## config.mk

```make
export PLATFORM = sky130hd
export DESIGN_NAME = mem_access_unit
export DESIGN_NICKNAME = d
export VERILOG_FILES = /design/src/rtl/mem_access_unit_pkg.sv /design/src/rtl/mem_lane_align.sv /design/src/rtl/mem_access_unit.sv
export SDC_FILE = /design/constraint.sdc
export NUM_CORES = 1
export LEC_CHECK = 0
export ABC_AREA = 1
export CORE_ASPECT_RATIO = 1.75
export CORE_MARGIN = 10
export CORE_UTILIZATION = 46
export CTS_BUF_LIST = sky130_fd_sc_hd__clkbuf_4 sky130_fd_sc_hd__clkbuf_8
export DETAILED_ROUTE_END_ITERATION = 16
export HOLD_SLACK_MARGIN = 0.06
export PLACE_DENSITY = 0.75
export SLEW_MARGIN = 25
export SYNTH_ARGS = -nofsm -noshare
export SYNTH_HDL_FRONTEND = slang
export SYNTH_SLANG_ARGS = --single-unit
```

## constraint.sdc

```tcl
create_clock -name clk -period 10.8 [get_ports clk]
set_input_delay 2.16 -clock clk [delete_from_list [all_inputs] [get_ports clk]]
set_output_delay 2.16 -clock clk [all_outputs]
set_load 0.05 [all_outputs]
```

## src/rtl/mem_access_unit_pkg.sv

```systemverilog
// Shared types for the load/store unit: beat sizes, funct3 encodings and FSM states.
package mem_access_unit_pkg;

  typedef enum logic [2:0] {
    MSIZE1 = 3'd0,
    MSIZE2 = 3'd1,
    MSIZE4 = 3'd2,
    MSIZE8 = 3'd3
  } msize_t;

  localparam logic [2:0] F3_LB      = 3'b000;
  localparam logic [2:0] F3_LH      = 3'b001;
  localparam logic [2:0] F3_LW      = 3'b010;
  localparam logic [2:0] F3_LD      = 3'b011;
  localparam logic [2:0] F3_LBU     = 3'b100;
  localparam logic [2:0] F3_LHU     = 3'b101;
  localparam logic [2:0] F3_LWU     = 3'b110;
  localparam logic [2:0] F3_SB      = 3'b000;
  localparam logic [2:0] F3_SH      = 3'b001;
  localparam logic [2:0] F3_SW      = 3'b010;
  localparam logic [2:0] F3_SD      = 3'b011;
  localparam logic [2:0] F3_ILLEGAL = 3'b111;

  typedef enum logic [2:0] {
    S_IDLE    = 3'd0,
    S_B0_ADDR = 3'd1,
    S_B0_DATA = 3'd2,
    S_B1_ADDR = 3'd3,
    S_B1_DATA = 3'd4,
    S_RESP    = 3'd5
  } mau_state_t;

  function automatic int size_bytes(input logic [1:0] sz);
    return 1 << sz;
  endfunction

endpackage

```

## src/rtl/mem_lane_align.sv

```systemverilog
// Combinational lane alignment: byte strobes and store data shifted into a
// two-word window, plus extraction and sign/zero extension of merged load data.
module mem_lane_align
  import mem_access_unit_pkg::*;
#(
  parameter  int XLEN  = 64,
  localparam int BYTES = XLEN / 8,
  localparam int OFF_W = $clog2(BYTES)
) (
  input  msize_t              size,
  input  logic [OFF_W-1:0]    offset,
  input  logic                zext,
  input  logic [XLEN-1:0]     wdata,
  input  logic [2*XLEN-1:0]   rbuf,
  output logic [2*BYTES-1:0]  strobe,
  output logic [2*XLEN-1:0]   wdata_sh,
  output logic [XLEN-1:0]     rdata
);

  int               nbytes;
  logic             sbit;
  logic [BYTES-1:0] bmask;
  logic [XLEN-1:0]  wmasked;
  logic [XLEN-1:0]  raw;

  always_comb begin
    nbytes  = 1;
    sbit    = 1'b0;
    bmask   = '0;
    wmasked = '0;
    rdata   = '0;
    raw     = XLEN'(rbuf >> {offset, 3'b000});
    case (size)
      MSIZE1:  begin nbytes = 1; sbit = raw[7];  end
      MSIZE2:  begin nbytes = 2; sbit = raw[15]; end
      MSIZE4:  begin nbytes = 4; sbit = raw[31]; end
      default: begin nbytes = 8; sbit = raw[XLEN-1]; end
    endcase
    for (int i = 0; i < BYTES; i++) bmask[i] = (i < nbytes);
    // Upper store bits are dropped so they never leak into a second beat's lanes.
    for (int i = 0; i < XLEN; i++) begin
      wmasked[i] = (i < 8 * nbytes) ? wdata[i] : 1'b0;
      rdata[i]   = (i < 8 * nbytes) ? raw[i] : (!zext && sbit);
    end
    strobe   = {{BYTES{1'b0}}, bmask} << offset;
    wdata_sh = {{XLEN{1'b0}}, wmasked} << {offset, 3'b000};
  end

endmodule

```

## src/rtl/mem_access_unit.sv

```systemverilog
// Load/store unit between MEM stage and data bus. Define MEM_MISALIGN_SPLIT_EN to
// split/merge misaligned accesses; otherwise they complete with resp_misalign.
//
// state     | meaning
// ----------|------------------------------------------------
// S_IDLE    | ready for a request
// S_B0_ADDR | first beat presented, waiting for addr_ok
// S_B0_DATA | first beat accepted, waiting for data_ok
// S_B1_ADDR | second (next word) beat presented
// S_B1_DATA | second beat accepted, waiting for data_ok
// S_RESP    | one-cycle completion pulse
module mem_access_unit
  import mem_access_unit_pkg::*;
#(
  parameter  int XLEN   = 64,
  parameter  int ADDR_W = 64,
  localparam int BYTES  = XLEN / 8
) (
  input  logic              clk,
  input  logic              reset,
  input  logic              req_valid,
  output logic              req_ready,
  input  logic              req_write,
  input  logic [2:0]        req_fun3,
  input  logic [ADDR_W-1:0] req_addr,
  input  logic [XLEN-1:0]   req_wdata,
  output logic              resp_valid,
  output logic [XLEN-1:0]   resp_rdata,
  output logic              resp_misalign,
  output logic              dreq_valid,
  output logic [ADDR_W-1:0] dreq_addr,
  output logic [2:0]        dreq_size,
  output logic [BYTES-1:0]  dreq_strobe,
  output logic [XLEN-1:0]   dreq_data,
  input  logic              dresp_addr_ok,
  input  logic              dresp_data_ok,
  input  logic [XLEN-1:0]   dresp_data
);

  localparam int     OFF_W     = $clog2(BYTES);
  localparam msize_t WORD_SIZE = (XLEN == 64) ? MSIZE8 : MSIZE4;

  mau_state_t          state_q, state_d;
  logic                write_q;
  logic [2:0]          fun3_q;
  logic [ADDR_W-1:0]   addr_q;
  logic [XLEN-1:0]     wdata_q;
  logic                mis_q, cross_q;
  logic [2*XLEN-1:0]   buf_q, buf_d;
  logic [XLEN-1:0]     rdata_q;
  logic                misalign_q;
  logic [2:0]          cls_in;
  logic                in_ill, in_mis, mis_fault, in_fault;
  logic                accept, cap0, cap1;
  logic [ADDR_W-1:0]   word_addr;
  msize_t              acc_size;
  logic [2*BYTES-1:0]  strobe_w;
  logic [2*XLEN-1:0]   wdata_w;
  logic [XLEN-1:0]     rdata_ext;

  // Returns {illegal, misaligned, crosses_word} for a request.
  function automatic logic [2:0] classify(input logic write, input logic [2:0] f3,
                                          input logic [OFF_W-1:0] off);
    int   nbytes;
    int   offi;
    logic ill, mis, crs;
    nbytes = size_bytes(f3[1:0]);
    offi   = int'(off);
    ill    = (f3 == F3_ILLEGAL) || (write && f3[2]) || (nbytes > BYTES);
    mis    = (offi & (nbytes - 1)) != 0;
    crs    = (offi + nbytes) > BYTES;
    return {ill, mis, crs};
  endfunction

  assign cls_in   = classify(req_write, req_fun3, req_addr[OFF_W-1:0]);
  assign in_ill   = cls_in[2];
  assign in_mis   = cls_in[1];
`ifdef MEM_MISALIGN_SPLIT_EN
  assign mis_fault = 1'b0;
`else
  assign mis_fault = in_mis;
`endif
  assign in_fault  = in_ill || mis_fault;
  assign accept    = req_valid && (state_q == S_IDLE);
  assign word_addr = {addr_q[ADDR_W-1:OFF_W], {OFF_W{1'b0}}};
  assign acc_size  = msize_t'({1'b0, fun3_q[1:0]});

  mem_lane_align #(.XLEN(XLEN)) u_align (
    .size     (acc_size),
    .offset   (addr_q[OFF_W-1:0]),
    .zext     (fun3_q[2]),
    .wdata    (wdata_q),
    .rbuf     (buf_d),
    .strobe   (strobe_w),
    .wdata_sh (wdata_w),
    .rdata    (rdata_ext)
  );

  always_comb begin
    state_d     = state_q;
    req_ready   = 1'b0;
    dreq_valid  = 1'b0;
    dreq_addr   = '0;
    dreq_size   = 3'd0;
    dreq_strobe = '0;
    dreq_data   = '0;
    cap0        = 1'b0;
    cap1        = 1'b0;
    case (state_q)
      S_IDLE: begin
        req_ready = 1'b1;
        if (req_valid) state_d = in_fault ? S_RESP : S_B0_ADDR;
      end
      S_B0_ADDR: begin
        dreq_valid = 1'b1;
        dreq_addr  = mis_q ? word_addr : addr_q;
        dreq_size  = mis_q ? WORD_SIZE : acc_size;
        if (write_q) begin
          dreq_strobe = strobe_w[BYTES-1:0];
          dreq_data   = wdata_w[XLEN-1:0];
        end
        if (dresp_addr_ok) begin
          if (dresp_data_ok) begin
            cap0    = 1'b1;
            state_d = cross_q ? S_B1_ADDR : S_RESP;
          end else begin
            state_d = S_B0_DATA;
          end
        end
      end
      S_B0_DATA: begin
        if (dresp_data_ok) begin
          cap0    = 1'b1;
          state_d = cross_q ? S_B1_ADDR : S_RESP;
        end
      end
      S_B1_ADDR: begin
        dreq_valid = 1'b1;
        dreq_addr  = word_addr + ADDR_W'(BYTES);
        dreq_size  = WORD_SIZE;
        if (write_q) begin
          dreq_strobe = strobe_w[2*BYTES-1:BYTES];
          dreq_data   = wdata_w[2*XLEN-1:XLEN];
        end
        if (dresp_addr_ok) begin
          if (dresp_data_ok) begin
            cap1    = 1'b1;
            state_d = S_RESP;
          end else begin
            state_d = S_B1_DATA;
          end
        end
      end
      S_B1_DATA: begin
        if (dresp_data_ok) begin
          cap1    = 1'b1;
          state_d = S_RESP;
        end
      end
      S_RESP:  state_d = S_IDLE;
      default: state_d = S_IDLE;
    endcase
  end

  // Beat 0 fills the low word of the merge window, beat 1 the high word.
  always_comb begin
    buf_d = buf_q;
    if (cap0) buf_d[XLEN-1:0]      = dresp_data;
    if (cap1) buf_d[2*XLEN-1:XLEN] = dresp_data;
  end

  always_ff @(posedge clk or posedge reset) begin
    if (reset) begin
      state_q    <= S_IDLE;
      write_q    <= 1'b0;
      fun3_q     <= 3'd0;
      addr_q     <= '0;
      wdata_q    <= '0;
      mis_q      <= 1'b0;
      cross_q    <= 1'b0;
      buf_q      <= '0;
      rdata_q    <= '0;
      misalign_q <= 1'b0;
    end else begin
      state_q <= state_d;
      buf_q   <= accept ? '0 : buf_d;
      if (accept) begin
        write_q <= req_write;
        fun3_q  <= req_fun3;
        addr_q  <= req_addr;
        wdata_q <= req_wdata;
        mis_q   <= in_mis;
        cross_q <= cls_in[0];
      end
      if (state_d == S_RESP && state_q != S_RESP) begin
        rdata_q    <= (state_q == S_IDLE || write_q) ? '0 : rdata_ext;
        misalign_q <= (state_q == S_IDLE) && !in_ill && mis_fault;
      end else if (state_q == S_RESP) begin
        rdata_q    <= '0;
        misalign_q <= 1'b0;
      end
    end
  end

  assign resp_valid    = (state_q == S_RESP);
  assign resp_rdata    = rdata_q;
  assign resp_misalign = misalign_q;

endmodule

```

---- After elaboration in Yosys (flattened, before gate mapping) ----
Cells that the tools add are included.
storage, ports and cells
  bits in registers ....................... 330
  bits in latches ......................... 0
  memory bits (writable) .................. 0
  bits in read-only memories .............. 0
  output and inout bits ................... 207
  logic and storage cells ................. 283
  memories ................................ 0
cells by class
  $add $sub $neg .......................... 3
  multipliers ............................. 0
  divide/modulo/power cells ............... 0
  order comparisons ....................... 74
  equality and inequality tests ........... 10
  shifts and indexed selects .............. 4
  mux-type cells .......................... 164
  bitwise operators ....................... 1
  reductions and logical operators ........ 17
operator list
  operator                 count
  $mux W64                 7
  $pmux W64 S2             2
  $lt A6 B7 Y1 const A     32
  $mux W1                  135
  $mux W128                1
  $shl A64 B6 Y128         1
  $shr A128 B6 Y64         1
  $lt A5 B7 Y1 const A     16
  $add A64 B4 Y64 const B  1
  $gt A32 B5 Y1 const B    2
  $lt A4 B7 Y1 const A     8
  $add A4 B32 Y32          1
  $and A4 B32 Y32          1
  $reduce_bool A32 Y1      1
  $shl A1 B2 Y32 const A   1
  $sub A32 B2 Y32 const B  1
  $lt A3 B7 Y1 const A     4
  $mux W3                  9
  $lt A3 B4 Y1 const A     4
  $mux W8                  2
  $pmux W8 S2              1
  $shl A8 B3 Y16           1
  $pmux W3 S5              1
  $lt A1 B7 Y1 const A     2
  other kinds (20)         38

---- Longest topological paths before layout ----
  word-level depth ........................ 11
  depth in mapped cells ................... 19
  depth with buffers taken out ............ 17

---- Cells and area by module ----
Synthesis repeated with hierarchy kept, for this count alone.
unflattened totals
  cell total of the unflattened synthesis .. 3785
  area total of the unflattened synthesis .. 23782.8 µm²
by module, submodules not included
  module           instances  cells each  area each (µm²)  sequential area each (µm²)
  mem_access_unit  1          2457        17591.9          8257.9
  mem_lane_align   1          1328        6190.9           0.0

---- Least setup slack after synthesis ----
No wires, ideal clock.
  path kind ............................... register -> output
  start point ............................. register addr_q[3]
  end point ............................... output dreq_addr[27]
  arrival ................................. 3.017 ns
  path slack .............................. 5.623 ns
  cell stages (with the launch flop) ...... 14
  buffers on the path ..................... 0
  path through ............................ dfrtp_1 ha_1 inv_1 nor2_1 nand2_1 nor2_1 inv_1 nor3_2 nand4_1 nor3_2 nand3_1 nor2_1 nor2_1 nor3_1
between the ends
  cells in the longest elaborated chain, start to end .. 2
RTL lines
  what                      line                    source
  start: declaration        mem_access_unit.sv:46   logic [ADDR_W-1:0] addr_q;
  start signal: assignment  mem_access_unit.sv:190  addr_q <= req_addr;
  $add A64 B4 Y64           mem_access_unit.sv:139  dreq_addr = word_addr + ADDR_W'(BYTES);
  $pmux W64 S2              mem_access_unit.sv:109  case (state_q)
  end: declaration          mem_access_unit.sv:31   output logic [ADDR_W-1:0] dreq_addr,
Every way passes these cells.

---- Worst setup path after layout ----
  start point ............................. register state_q[2]
  end point ............................... output dreq_strobe[4]
between the ends
  cells in the longest elaborated chain, start to end .. 2
  elaborated cells between the ends (all ways) .. 3
  classes of those cells .................. eq/ne (2); mux (1)
RTL lines
  what                                          line                    source
  start: declaration                            mem_access_unit.sv:43   mau_state_t state_q, state_d;
  start signal: assignment                      mem_access_unit.sv:185  state_q <= state_d;
  $eq A3 B2 Y1 or $eq A3 B1 Y1 (tied branches)  mem_access_unit.sv:109
  $pmux W8 S2 *                                 mem_access_unit.sv:109
  end: declaration                              mem_access_unit.sv:33   output logic [BYTES-1:0] dreq_strobe,
Mark *: on every way between the ends. The rest lies on a longest branch, timed or not.

==> impl_results.md <==
* Status: finished clean
* Share of flip-flops with an asynchronous set or reset at 100%
* Final routed wire length divided by cell count at 23.8 um
* Endpoint of the worst hold-timing path: resp_rdata[31]
* Primary flip-flop cell chosen by synthesis mapping: sky130_fd_sc_hd__dfrtp_1
* Combined area of all synthesized cells at 21200 um2
* Setup total negative slack at 0 ns
* Peak VDD IR at 0.208 mV
* Data arrival time of the critical path at 4.94 ns
* Hpwl dp at 72000 um
* Final Max Tran Viols at 0
* EDFF count, synth at 0
* CTS tree: yes
* DRC violations left at 0
* 1st-pass router iterations at 7
* Path type of the worst setup path: register to output port
* Post-CTS setup-driven buffer insertion count at 0
* Die Area at 55500 um2
* Cells on worst reg2reg path at 14
* Clock input transition at the sequential cells of the worst setup and hold paths at 0.07 ns
* P per Cell Area at 311 nW/um2
* Leftover overflow at the end of global routing at 0
* Number of input and output port buffers inserted at 406
* Final wirelength at 100000 um
* Post-place setup slack at 4.26 ns
* Met3 routed WL at 8270 um
* Worst-case clock skew at 0.0409 ns
* Critical Path Fanout Max at 60
* Design area at 26700 um2
* Fin crit share at 65.7%
* Fill cell count at 4636
* Average vias per placed instance at 5.76
* Worst R2R Start: state_q[1]
* Top cells by area, synth: sky130_fd_sc_hd__dfrtp_1 (38%), sky130_fd_sc_hd__nand2_1 (20%), sky130_fd_sc_hd__o21ai_0 (9.9%)
* Vertical extent of the die at 304 um
* Post-Route Utilization at 58.2%
* Count of instances resized after the clock tree is built at 0
* Reg area at 8070 um2
* Core area at 45800 um2
* Cells after DPL at 4102
* Family with the most delay on the worst path: simple AND/OR/NAND/NOR gates
* Total buffers and inverters traversed by the critical path at 4
* Post-layout net count at 3781
* Global-route wire length before repair at 149000 um
* Share of synthesized area occupied by flip-flops and latches at 38.0%
* Synthesis-stage register bit count at 322
* Uppermost signal routing layer after detailed routing: met5
* Fraction of final layout cells sized beyond drive strength 1 at 4.59%
* Insertion delay of the later-clocked pin in the worst-skew pair at 0.65 ns
* Total vias in the final route at 24300
* Num ports at 408
* Most common library cell in the layout ignoring fill and taps: sky130_fd_sc_hd__nand2_1
* Hold-fix buffers at CTS at 0
* Cell-by-cell listing of the critical path: inv_2 -> nand2_1 -> nor2_1 -> clkinv_1 -> buf_4 -> nor2_1 -> o21ai_0 -> o22ai_1 -> clkdlybuf4s50_1
* Final GP Congestion at 0.993
* Minimum setup slack among reg-to-reg paths at 5.86 ns
* Post-Syn Area per Cell at 6.46 um2
* R2r endpoint: resp_rdata[51]
* Initial antenna violation count at 8
* Total number of clock tree sinks at 322
* Cell count after synthesis at 3289
* Die extent in x at 182 um
* Unrepaired setup endpoints after global routing: false
* Clk Tree Root Cell: sky130_fd_sc_hd__clkbuf_8
* Non-filler cells, final at 4208
* GRT Overall Usage at 35.0%
* Number of distinct standard cells referenced by the synthesized netlist at 49
* Post-place instance area at 25500 um2
* Cell leakage power at 12.2 nW
* Area Growth Syn to Fin at 25.6%
* Synthesized Nets at 3496
* Element type at the critical path start: register
* Vias in the first global route at 24000
* Largest stage delay on the critical path at 0.92 ns
* Clock period minus worst slack at 7.10 ns
* Cell type contributing the most total cell area after synthesis: sky130_fd_sc_hd__dfrtp_1
* Min setup slack post-route at 3.70 ns
* Count of standard-cell rows at 104
* Starting Density at 46.4%
* Multi-input logic area at 11100 um2
* Number of warning messages in the yosys log at 0
* TritonCTS buffer count at 52
* Yosys top cell area share at 38.0%
* Hold crit path type: register to register
* Routed wl met2 at 48700 um
* DRC violation total after the first TritonRoute iteration at 2581
* Data required, critical path at 8.64 ns
* Clock Tree Buf Depth at 3
* Commonest cells after routing, fill and taps aside: sky130_fd_sc_hd__nand2_1 (1105), sky130_fd_sc_hd__o21ai_0 (419), sky130_fd_sc_hd__clkdlybuf4s50_1 (406)
* Top cell by count, worst path: sky130_fd_sc_hd__nor2_1
* Maximum level of the CTS H-tree at 2
* Worst hold path startpoint: resp_rdata[31]
* F_max at 141 MHz
* Master of the slowest instance on the critical path: sky130_fd_sc_hd__clkdlybuf4s50_1
* Hold violation total from the final report at 0
* # Max-Cap Violations at 0
* Hold Path Cell Cnt at 2
* Wl on met1 at 33600 um
* Relative slew slack at 30.5%
* Worst Max-Slew Pin Slew at 1.04 ns
* Worst Setup End Kind: output port
* Total setup violations reported at the end of the flow at 0
* Maximum number of pins on one net before global-route repair at 167
* Number of nets with antenna violations after routing at 0
==> routing by layer <==
| layer | vias up | global-route usage, % |
|---|---|---|
| met5 | - | 0 |
| met4 | 2 | 28.1 |
| met3 | 355 | 7.59 |
| met2 | 1271 | 59.4 |
| met1 | 11400 | 36.4 |
| li1 | 11200 | - |
==> how the worst max path moves through the flow <==
stage,start,end,depth (start not counted)
after floorplan,reset,addr_q[0],1
after global placement,dresp_data_ok,resp_rdata[16],17
after detailed placement,dresp_data_ok,resp_rdata[16],17
after CTS,state_q[2],dreq_strobe[7],9
after global routing,addr_q[1],dreq_strobe[2],6
final,state_q[2],dreq_strobe[4],9
==> state kept, by name, summed over array words and instances (netlist names) <==
| register | count |
|---|---|
| cross_q | 1 |
| addr_q | 64 |
| state_q | 3 |
| resp_rdata | 64 |
| fun3_q | 3 |
| resp_misalign | 1 |
| buf_q | 120 |
| mis_q | 1 |
| wdata_q | 64 |
| write_q | 1 |
==> area by class of cell <==
cell class,count,area share (%)
Tap cell,583,2.74
Sequential cell,322,30.2
Clock buffer,83,3.88
Antenna cell,9,0.0845
Timing Repair Buffer,444,16.4
Clock inverter,13,0.455
Multi-Input combinational cell,2435,41.6
Inverter,319,4.55
==> per-stage QoR <==
stage	hold slack, ns	total power, W
after CTS	0.483	0.00814
after floorplan	0.449	0.00520
after global routing	0.497	0.00879
after global placement	0.461	0.00688
final	0.478	0.00829
after detailed placement	0.464	0.00693
==> worst min-delay path, delay by kind of cell, from the launching register on <==
| kind | cells | cell delay (ns) |
|---|---|---|
| AND/OR/NAND/NOR | 2 | 0.10 |
| flip-flops | 1 | 0.34 |
==> cell usage after synthesis, types with 2 or more instances <==
cell type and count:
sky130_fd_sc_hd__nand2_2 4, sky130_fd_sc_hd__o22ai_1 19, sky130_fd_sc_hd__a32oi_1 8, sky130_fd_sc_hd__inv_2 4, sky130_fd_sc_hd__a31oi_1 10, sky130_fd_sc_hd__ha_1 5
sky130_fd_sc_hd__nand4_1 18, sky130_fd_sc_hd__and3_1 2, sky130_fd_sc_hd__clkinv_1 3, sky130_fd_sc_hd__nor2_1 325, sky130_fd_sc_hd__nor3_2 3, sky130_fd_sc_hd__buf_4 9
sky130_fd_sc_hd__nand3_1 156, sky130_fd_sc_hd__a211oi_1 6, sky130_fd_sc_hd__o2111ai_1 5, sky130_fd_sc_hd__o32ai_1 8, sky130_fd_sc_hd__o211ai_1 20, sky130_fd_sc_hd__dfrtp_1 322
sky130_fd_sc_hd__o21ai_0 422, sky130_fd_sc_hd__a21oi_1 114, sky130_fd_sc_hd__and2_1 2, sky130_fd_sc_hd__nand3b_1 2, sky130_fd_sc_hd__clkbuf_1 147, sky130_fd_sc_hd__buf_6 6
sky130_fd_sc_hd__or2_2 2, sky130_fd_sc_hd__xor2_1 6, sky130_fd_sc_hd__a221oi_1 2, sky130_fd_sc_hd__nor4_1 12, sky130_fd_sc_hd__inv_1 312, sky130_fd_sc_hd__o31ai_1 10
sky130_fd_sc_hd__nor2_2 3, sky130_fd_sc_hd__buf_1 29, sky130_fd_sc_hd__o21ai_1 8, sky130_fd_sc_hd__a22oi_1 42, sky130_fd_sc_hd__o21a_1 25, sky130_fd_sc_hd__mux2i_1 22
sky130_fd_sc_hd__buf_2 22, sky130_fd_sc_hd__nand2_1 1106, sky130_fd_sc_hd__nor3_1 58
==> kinds of logic after synthesis <==
kind of cell               share of synthesized area, %
AOI/OAI and AO/OA                                  18.4
xor gates and xnor gates                          0.289
adders and majority gates                         0.389
buffers and inverters                              9.91
DFF                                                38.0
muxes                                              1.04
other                                            0.0177
and+or+nand+nor                                    32.0
==> report_power, final <==
group	leakage [nW]	switching (W)	total [W]	internal [W]
Combinational	7.49	0.00373	0.00506	0.00133
Clock	0.621	0.000541	0.00120	0.000657
Sequential	4.14	0.000340	0.00204	0.00169
Total	12.2	0.00461	0.00829	0.00368
Note: power is estimated with default switching activity, not from simulation.
